### src/rtl/card_payment_terminal.sv
// Card payment terminal: payment-side responder for the vending controller's
// COST/VALID_TRAN handshake. Holds the inserted card's balance, charges the
// requested price and answers with an approval or a decline. If the controller
// never vends, the charge is refunded.
//
// Ports
//   CLK, RESET    clock (rising edge), synchronous active-high reset
//   CARD_DETECT   card physically present
//   CARD_LOAD     one-cycle pulse, CARD_BALANCE valid
//   CARD_BALANCE  balance read from the card
//   COST          price code, 0 = no request, 1..6 = request
//   VEND          controller is vending
//   FAILED_TRAN   controller aborted the transaction
//   CARD_IN       card with a loaded balance present
//   VALID_TRAN    one-cycle pulse, charge approved and deducted
//   DECLINED      one-cycle pulse, insufficient balance
//   REFUND        one-cycle pulse, charge returned to the balance
//   BUSY          transaction in flight
//   BALANCE       current balance
module card_payment_terminal #(
  parameter int unsigned BAL_W        = 8,
  parameter int unsigned PRICE_UNIT   = 1,
  parameter int unsigned PROC_LAT     = 2,
  parameter int unsigned VEND_TIMEOUT = 8
) (
  input  logic             CLK,
  input  logic             RESET,
  input  logic             CARD_DETECT,
  input  logic             CARD_LOAD,
  input  logic [BAL_W-1:0] CARD_BALANCE,
  input  logic [2:0]       COST,
  input  logic             VEND,
  input  logic             FAILED_TRAN,
  output logic             CARD_IN,
  output logic             VALID_TRAN,
  output logic             DECLINED,
  output logic             REFUND,
  output logic             BUSY,
  output logic [BAL_W-1:0] BALANCE
);

  // One shared counter covers both the processing delay and the vend timeout.
  localparam int unsigned MAX_CNT = (VEND_TIMEOUT > PROC_LAT) ? VEND_TIMEOUT : PROC_LAT;
  localparam int unsigned CNT_W   = (MAX_CNT > 1) ? $clog2(MAX_CNT) : 1;

  localparam logic [CNT_W-1:0] PROC_LAST = CNT_W'(PROC_LAT - 1);
  localparam logic [CNT_W-1:0] VEND_LAST = CNT_W'(VEND_TIMEOUT - 1);
  localparam logic [BAL_W-1:0] UNIT      = BAL_W'(PRICE_UNIT);

  typedef enum logic [2:0] {
    S_NO_CARD,
    S_READY,
    S_PROCESS,
    S_WAIT_VEND,
    S_VEND_HOLD,
    S_DECLINE_HOLD
  } state_t;

  state_t           state, state_n;
  logic [CNT_W-1:0] cnt, cnt_n;
  logic [BAL_W-1:0] chg, chg_n;
  logic [BAL_W-1:0] balance_n;
  logic             valid_n, declined_n, refund_n, card_in_n, busy_n;
  logic [BAL_W-1:0] chg_req;

  assign chg_req = BAL_W'(COST) * UNIT;

  // Next-state, next-balance and next-output logic.
  always_comb begin
    state_n    = state;
    cnt_n      = cnt;
    chg_n      = chg;
    balance_n  = BALANCE;
    valid_n    = 1'b0;
    declined_n = 1'b0;
    refund_n   = 1'b0;

    // Card removal overrides everything; a committed charge is not returned.
    if (state != S_NO_CARD && !CARD_DETECT) begin
      state_n   = S_NO_CARD;
      balance_n = '0;
      cnt_n     = '0;
    end else begin
      unique case (state)
        S_NO_CARD: begin
          if (CARD_DETECT && CARD_LOAD) begin
            balance_n = CARD_BALANCE;
            state_n   = S_READY;
          end
        end

        S_READY: begin
          if (COST != 3'd0) begin
            chg_n   = chg_req;
            cnt_n   = '0;
            state_n = S_PROCESS;
          end
        end

        S_PROCESS: begin
          cnt_n = cnt + CNT_W'(1);
          if (COST == 3'd0) begin
            // Request withdrawn before the decision: drop it silently.
            cnt_n   = '0;
            state_n = S_READY;
          end else if (cnt == PROC_LAST) begin
            if (BALANCE >= chg) begin
              balance_n = BALANCE - chg;
              valid_n   = 1'b1;
              cnt_n     = '0;
              state_n   = S_WAIT_VEND;
            end else begin
              declined_n = 1'b1;
              state_n    = S_DECLINE_HOLD;
            end
          end
        end

        S_WAIT_VEND: begin
          cnt_n = cnt + CNT_W'(1);
          if (VEND) begin
            state_n = S_VEND_HOLD;
          end else if (FAILED_TRAN || cnt == VEND_LAST) begin
            balance_n = BALANCE + chg;
            refund_n  = 1'b1;
            cnt_n     = '0;
            state_n   = S_READY;
          end
        end

        // Wait for the controller to release VEND and COST so a stale
        // request is not charged twice.
        S_VEND_HOLD: begin
          if (!VEND && COST == 3'd0) begin
            state_n = S_READY;
          end
        end

        // A declined request is never re-evaluated while COST is held.
        S_DECLINE_HOLD: begin
          if (COST == 3'd0) begin
            state_n = S_READY;
          end
        end

        default: begin
          state_n   = S_NO_CARD;
          balance_n = '0;
          cnt_n     = '0;
        end
      endcase
    end

    card_in_n = (state_n != S_NO_CARD);
    busy_n    = (state_n == S_PROCESS)   || (state_n == S_WAIT_VEND) ||
                (state_n == S_VEND_HOLD) || (state_n == S_DECLINE_HOLD);
  end

  // State, datapath and registered outputs.
  always_ff @(posedge CLK) begin
    if (RESET) begin
      state      <= S_NO_CARD;
      cnt        <= '0;
      chg        <= '0;
      BALANCE    <= '0;
      CARD_IN    <= 1'b0;
      VALID_TRAN <= 1'b0;
      DECLINED   <= 1'b0;
      REFUND     <= 1'b0;
      BUSY       <= 1'b0;
    end else begin
      state      <= state_n;
      cnt        <= cnt_n;
      chg        <= chg_n;
      BALANCE    <= balance_n;
      CARD_IN    <= card_in_n;
      VALID_TRAN <= valid_n;
      DECLINED   <= declined_n;
      REFUND     <= refund_n;
      BUSY       <= busy_n;
    end
  end

endmodule

### config.mk
export PLATFORM = sky130hd
export DESIGN_NAME = card_payment_terminal
export DESIGN_NICKNAME = d
export VERILOG_FILES = /design/src/rtl/card_payment_terminal.sv
export SDC_FILE = /design/constraint.sdc
export NUM_CORES = 1
export LEC_CHECK = 0
export CAP_MARGIN = 20
export CORE_AREA = 2 2 59 61
export DETAILED_ROUTE_END_ITERATION = 6
export DIE_AREA = 0 0 61 63
export PLACE_DENSITY_LB_ADDON = 0.08
export SETUP_SLACK_MARGIN = 0.1
export SYNTH_ARGS = -nofsm -noshare
export SYNTH_HDL_FRONTEND = slang
export SYNTH_SLANG_ARGS = --single-unit
### constraint.sdc
create_clock -name CLK -period 3.12 [get_ports CLK]
set_input_delay 0.624 -clock CLK [delete_from_list [all_inputs] [get_ports CLK]]
set_output_delay 0.624 -clock CLK [all_outputs]
set_load 0.005 [all_outputs]
# Yosys cells after proc, flatten, opt, wreduce, memory -nomap -nowiden
# Cells that the tools add are included.
[word_totals] mem_count=0 ram_bits=0 wordCells=87 ff_bits=22 latchBits=0 romBits=0
[classes] n_lt_le_gt_ge=1 mul=0 n_div=0 bitwise=6 n_eq_ne=18 reduce_logical=22 shift=0 n_mux=28 addsub=3
[op_table] cell="$mux W3" n=16
[op_table] cell="$mux W8" n=6
[op_table] cell="$pmux W8 S4" n=1
[op_table] cell="$pmux W3 S6" n=1
[op_table] cell="$eq A3 B3 Y1 const B" n=5
[op_table] cell="$ne A2 B2 Y1 const B" n=7
[op_table] cell="$eq A3 B2 Y1 const B" n=4
[op_table] cell="$pmux W3 S4" n=1
[op_table] cell="$reduce_bool A3 Y1" n=3
[op_table] cell="$add A8 B3 Y8" n=1
[op_table] cell="$ge A8 B3 Y1" n=1
[op_table] cell="$sub A8 B3 Y8" n=1
[op_table] cell="$reduce_and A7 Y1" n=1
[op_table] cell="$eq A3 B1 Y1 const B" n=2
[op_table] cell="$logic_not A3 Y1" n=2
[op_table] cell="$not A1 Y1" n=6
[op_table] cell="$reduce_or A3 Y1" n=2
[op_table] cell="$reduce_or A5 Y1" n=1
[op_table] cell="$logic_or A1 B1 Y1" n=4
[op_table] cell="$reduce_or A4 Y1" n=1
[op_table] cell="$add A3 B1 Y3 const B" n=1
[op_table] cell="$logic_and A1 B1 Y1" n=3
[op_table] cell="$mux W1" n=3
[op_table] cell="$reduce_and A3 Y1" n=1
[op_table] cell="3 further kinds" n=4

# Logic depth before layout (Yosys ltp)
# Gate-level depths: netlist of run 1.
[depth] depth_word=10 ltp_mapped=10 ltp_nobuf=10

# Worst setup path before layout of run 1
# OpenSTA, ideal clock, no wires.
[synth_path] kind="register to register" from="register BALANCE[0]" to="register BALANCE[6]" required_ns=2.998 slack_ns=0.732 path_stages_with_launch=11 synth_period_minus_slack_ns=2.388 arrival_ns=2.267 cell_sequence="dfxtp_1 > inv_1 > ha_1 > inv_1 > fa_1 > a2111o_1 > or3_4 > a21boi_4 > nor2_1 > a32oi_1 > o21ai_1"
[synth_via] elab_chain_len=5 elab_cells_between_ends=11 cone_classes="add/sub: 2; order compare: 1; eq/ne: 1; mux: 6; reduce/logical: 1"
[synth_lines] element="start, declared" line="39" text="output logic [BAL_W-1:0] BALANCE"
[synth_lines] element="start signal, assigned" line="175" text="BALANCE <= balance_n;"
[synth_lines] element="$sub A8 B3 Y8" line="108" text="balance_n = BALANCE - chg;"
[synth_lines] element="$mux W8" line="107" text="if (BALANCE >= chg) begin"
[synth_lines] element="$mux W8" line="106" text="end else if (cnt == PROC_LAST) begin"
[synth_lines] element="$mux W8" line="102" text="if (COST == 3'd0) begin"
[synth_lines] element="$pmux W8 S4" line="84" text="unique case (state)"
# Several ways; a longest one is shown, not always the timed one. The select of a mux whose other input is x is not followed.
# A chain may end at the register's enable or synchronous reset.

# Worst setup path after layout of run 1
[layout_path] from="register BALANCE[0]" to="register BALANCE[7]"
# The elaborated chain is that of the path after synthesis.

==> results of run 1 <==
==> critical path, delay by kind of cell, from the launching register on <==
kind / cells / cell delay [ns]
fa+ha+maj: 2 / 0.56
compound gates: 4 / 0.91
flops: 1 / 0.37
buf+inv: 2 / 0.12
simple gates: 2 / 0.54
==> per-layer routing <==
metal	vias up	part of all wire	global-route usage
met5	-	0	0
li1	779	-	-
met2	64	0.49	0.440
met1	770	0.44	0.331
met4	0	0.023	0.103
met3	12	0.050	0.0207
==> state kept, by name, indices dropped and copies added (netlist names) <==
register	flops
REFUND	1
chg	3
BUSY	1
state	3
DECLINED	1
BALANCE	8
CARD_IN	1
VALID_TRAN	1
cnt	3
==> cells in the final DEF, fill, tap and decap left out, drive strengths merged, types with 2 or more instances in the layout <==
cell type      Yosys  routed
a22o               5       5
o22ai              2       2
fa                 2       2
o21a               3       3
dfxtp             22      22
xnor2              2       2
a2bb2oi            2       2
clkdlybuf4s50      0      29
ha                 9       9
nand2             18      18
o21ai             12      12
a31oi              3       3
nor2b              4       4
and2               4       4
inv               10      10
mux2i              5       5
nand2b             4       4
or3                4       4
a32oi              3       3
clkbuf             4       4
or2                3       3
nor3              11      11
a21oi             12      12
and3               2       2
o31ai              2       2
nor2              22      22
o21bai             2       2
a22oi              3       3
==> metrics by stage <==
step,hold slack [ns],setup WS [ns],total power [mW],cells,utilization
floorplan,0.449,0.732,0.531,199,-
global placement,0.458,0.477,0.639,268,0.591
detailed placement,0.475,0.346,0.642,268,0.591
CTS,0.493,0.537,0.807,272,0.602
global route,0.527,0.399,0.851,272,0.602
finish,0.490,0.512,0.805,272,0.602
==> cells by family after synthesis <==
logic type	count (synthesis)	synth area share
AND/OR/NAND/NOR	78	0.245
AO/OA/AOI/OAI	64	0.293
flip-flops	22	0.277
buffers and inverters	17	0.0464
adder cells (fa/ha/maj)	11	0.0959
multiplexers	5	0.0314
XOR/XNOR	2	0.0110
==> layout make-up <==
type | instances | area [um^2] | share of cell area
sequential | 22 | 440 | 0.226
clock buffer | 4 | 36.3 | 0.0186
inverter | 10 | 37.5 | 0.0193
multi-input combinational | 160 | 1080 | 0.553
tap | 46 | 57.6 | 0.0296
timing repair buffer | 30 | 298 | 0.153
==> worst paths after layout <==
path,from,end
worst min-delay path,cnt[1],cnt[1]
worst max-delay path,BALANCE[0],BALANCE[7]
worst min register to register,cnt[1],cnt[1]
worst max register to register,BALANCE[0],BALANCE[7]
==> power by group <==
part	switching (mW)	leakage (nW)	internal [mW]	total, mW
Sequential	0.0442	0.179	0.304	0.348
Combinational	0.145	0.524	0.147	0.291
Clock	0.0939	0.0210	0.0713	0.165
Total	0.283	0.724	0.522	0.805
==> results_dict.tcl, run 1 <==
set metrics [dict create \
    syn-mean-instance-area_um2 8.00 \
    required_ns 3.32 \
    cts_buffer_depth 2 \
    r2r_setup_slack_ns 0.51 \
    grt_first_pass_wirelength_mm 7.62 \
    groute.usage.overall 0.260 \
    synth_nets 227 \
    cts_resized 0 \
    rsz0062_at_grt "false" \
    cpMostUsedCell "inv_1" \
    fin_crit_ns 2.61 \
    grt_pass1_vias 1619 \
    cpMaxStageDelayCell "or3_4" \
    tightest_slew_ns 0.693 \
    route.final.wire_length_mm 4.51 \
    fillCellCount 317 \
    drive_gt1_frac 0.0708 \
    max_clock_freq_ghz 0.383 \
    syn_to_final_growth_pct 22.3 \
    start_util 0.492 \
    setup_violations 0 \
    synth-async-reset-ratio 0 \
    ys_types 54 \
    yosys.area.top_type "dfxtp_1" \
    yosysTopAreaCellShare 0.277 \
    yosysWarnings 0 \
    critical_path_class "register to register" \
    final_area_um2 1950 \
    hpwl_mm 3.52 \
    hold_path.class "register to register" \
    status "finished clean" \
    std_cell_rows 21 \
    worst_ep_arrival_time_ns 2.81 \
    worstSetupStartpointType "register" \
    drv_cap 0 \
    p_leak_nw 0.724 \
    ys_seq_area_frac 0.277 \
    slowest_delay_ns 0.45 \
    io_pins 30 \
    cts_tree "yes" \
    netlist_top_cells_area "dfxtp_1, ha_1, nor2_1, nand2_1, a21oi_1" \
    portBuffers 29 \
    drt_iter0_drc 127 \
    hold_buffers 0 \
    postSynthCellCount 199 \
    worstPathCellList "inv_1 -> ha_1 -> inv_1 -> fa_1 -> a2111o_1 -> or3_4 -> a21boi_4 -> nor2_1 -> a311oi_2 -> o21ai_1" \
    routed-via-count 1625 \
    synth_edf_count 0 \
    grt_max_degree 19 \
    fp.dieH_um 63 \
    synth_ff_type "dfxtp_1" \
    coreArea_um2 3230 \
    numCtsBuffers 3 \
    ys_ff_latch 22 \
    cts.sinks 22 \
    crit_fanout 5 \
    hold_violations 0 \
    antenna_found_initial 0 \
    cp-end-kind "register" \
    wire_per_inst_um 16.6 \
    cts_root_buf "clkbuf_4" \
    gp_congestion 0.943 \
    gr-total-overflow 0 \
    clkSlewWorstSetupHoldPaths_ns 0.13 \
    power.density_nw_per_um2 413 \
    ir_drop_mv 0.225 \
    whs_path_depth 2 \
    clock_latency_ns 0.31 \
    synth_commonest_cells "dfxtp_1, nor2_1, nand2_1, a21oi_1, nor3_1" \
    netlist_area_um2 1590 \
    drcViolationCount 0 \
    ant_nets 0 \
    htree_levels 1 \
    drtPass1Iterations 4 \
    fin_crit_sh 0.836 \
    die_area_um2 3840 \
    via_per_inst 5.97 \
    tns_ns 0 \
    maxSlewHeadroom 0.534 \
    cts_setup_buffers 0 \
    num_antenna_cells 0 \
    skew_ns 0.00211 \
    fin_nets 255 \
    slew_viol_final 0 \
    worst-r2r-cell-count 10 \
    die_x_um 61 \
    place_area_um2 1910 \
]
No activity file was read; power rests on OpenSTA's default activity.
==> run 2: changes to the inputs <==
Clock period 3.12 ns to 2.4 ns, I/O delays scaled along.
==> run 2 against run 1 <==
Compared with the run above:
- clock skew up 0.0041 ns
- setup slack worse by 0.48 ns
- hold slack worse by 0.00059 ns
- routed wire length up 3.2%
- clock power up 79%
- largest power group unchanged
- first-iteration DRC count up 30%
- register-to-register slack worse by 0.48 ns
- fmax up 10%
- largest cell class unchanged
==> results_dict.tcl, run 2 (synthesis results as in run 1) <==
set metrics [dict create \
    cpMostUsedCell "inv_2" \
    cpMaxStageDelayCell "a2111o_1" \
    htree_levels 1 \
    route.final.wire_length_mm 4.65 \
    num_antenna_cells 0 \
    hpwl_mm 3.67 \
    numCtsBuffers 3 \
    power.density_nw_per_um2 549 \
    worst_ep_arrival_time_ns 2.58 \
    clkSlewWorstSetupHoldPaths_ns 0.14 \
    syn_to_final_growth_pct 33.4 \
    portBuffers 29 \
    groute.usage.overall 0.263 \
    fin_crit_sh 0.985 \
    std_cell_rows 21 \
    cts_root_buf "clkbuf_4" \
    fin_crit_ns 2.36 \
    fp.dieH_um 63 \
    crit_fanout 4 \
    slew_viol_final 0 \
    coreArea_um2 3230 \
    dp_cells 285 \
    cts.sinks 22 \
    ant_nets 0 \
    tightest_slew_ns 0.496 \
    hold_buffers 0 \
    layout.cells.non_filler 290 \
    grt_pass1_vias 1612 \
    hold_path.class "register to register" \
    grt_max_degree 14 \
    die_area_um2 3840 \
    drv_cap 0 \
    slowest_delay_ns 0.42 \
    grt_first_pass_wirelength_mm 7.62 \
    routed-via-count 1675 \
    via_per_inst 5.78 \
    skew_ns 0.00625 \
    setup_violations 0 \
    wire_per_inst_um 16.0 \
    fin_nets 273 \
    worstPathCellList "inv_2 -> ha_4 -> inv_2 -> fa_2 -> a2111o_1 -> or3_4 -> a21boi_4 -> nor2_1 -> a311oi_2 -> o21ai_1" \
    io_pins 30 \
    layout_common_cells "clkdlybuf4s50_1, nor2_1, dfxtp_1" \
    drtPass1Iterations 5 \
    regMostFlops "BALANCE" \
    required_ns 2.62 \
    final_common_cell "clkdlybuf4s50_1" \
    largest_register_ffs 8 \
    dp_slack_ns -0.00796 \
    drt_iter0_drc 165 \
    p_total_mw 1.17 \
    rsz0062_at_grt "true" \
    gr-total-overflow 0 \
    clock_latency_ns 0.32 \
    start_util 0.492 \
    max_clock_freq_ghz 0.423 \
    cts_tree "yes" \
    hold_violations 0 \
    ir_drop_mv 0.336 \
    gp_congestion 0.878 \
    drcViolationCount 0 \
    whs_ns 0.489 \
    cts_buffer_depth 2 \
    worst_slack_ns 0.0357 \
    drive_gt1_frac 0.172 \
    cp-end-kind "register" \
    die_x_um 61 \
    maxSlewHeadroom 0.669 \
    critical_path_class "register to register" \
    p_leak_nw 0.821 \
    antenna_found_initial 0 \
    status "finished clean" \
    worstSetupStartpointType "register" \
]
run 2: cell types whose count changed in the layout (fill, tap and decap cells not counted), sizes merged:
| cell | before | now |
|---|---|---|
| clkbuf | 4 | 3 |
| bufinv | 0 | 1 |
| buf | 1 | 19 |
run 2: worst paths after layout:
kind                            slack, ns          to        from  depth (start not counted)
worst max register to register       0.04  BALANCE[7]  BALANCE[0]                         10
worst max-delay path                 0.04  BALANCE[7]  BALANCE[0]                         10
worst min-delay path                 0.49      cnt[1]      cnt[1]                          2
worst min register to register       0.49      cnt[1]      cnt[1]                          2
run 2: final cells by class:
cell class	count	area [um^2]
Fill cell	301	1110
Multi-Input combinational cell	160	1100
Sequential cell	22	443
Timing Repair Buffer	48	433
Tap cell	46	57.6
Inverter	10	37.5
Clock inverter	1	30.0
Clock buffer	3	22.5
run 2: repair_timing:
action	in CTS	in global routing
gates resized for setup	1	1
endpoints found under the setup margin	10	11
pin swaps	1	2
setup buffers	1	0
run 2: power breakdown:
group / leakage, nW / switching (mW) / total (mW) / internal, mW
clock: 0.0279 / 0.126 / 0.295 / 0.169
combinational: 0.614 / 0.210 / 0.429 / 0.219
sequential: 0.180 / 0.0456 / 0.441 / 0.396
run 2: through the flow:
stage	utilization	instance area [um^2]	TNS, ns
6_report	0.657	2120	0
3_5_place_dp	0.636	2060	-0.00796
2_1_floorplan	-	1610	0
4_1_cts	0.655	2120	0
5_1_grt	0.657	2120	-0.0248
3_3_place_gp	0.636	2060	0
run 2: critical path: cells and delay by family (launching register included):
family / cells / cell delay [ns]
compound gates: 4 / 0.87
fa+ha+maj: 2 / 0.49
simple gates: 2 / 0.46
flops: 1 / 0.35
buf+inv: 2 / 0.09
run 2: metal layers:
| layer | global-route usage | wire length [um] | vias up | part of all wire |
|---|---|---|---|---|
| li1 | - | - | 816 | - |
| met1 | 0.370 | 2020 | 785 | 0.44 |
| met2 | 0.419 | 2230 | 61 | 0.48 |
| met3 | 0.0186 | 296 | 13 | 0.064 |
| met4 | 0.0870 | 102 | 0 | 0.022 |
| met5 | 0 | 0 | - | 0 |
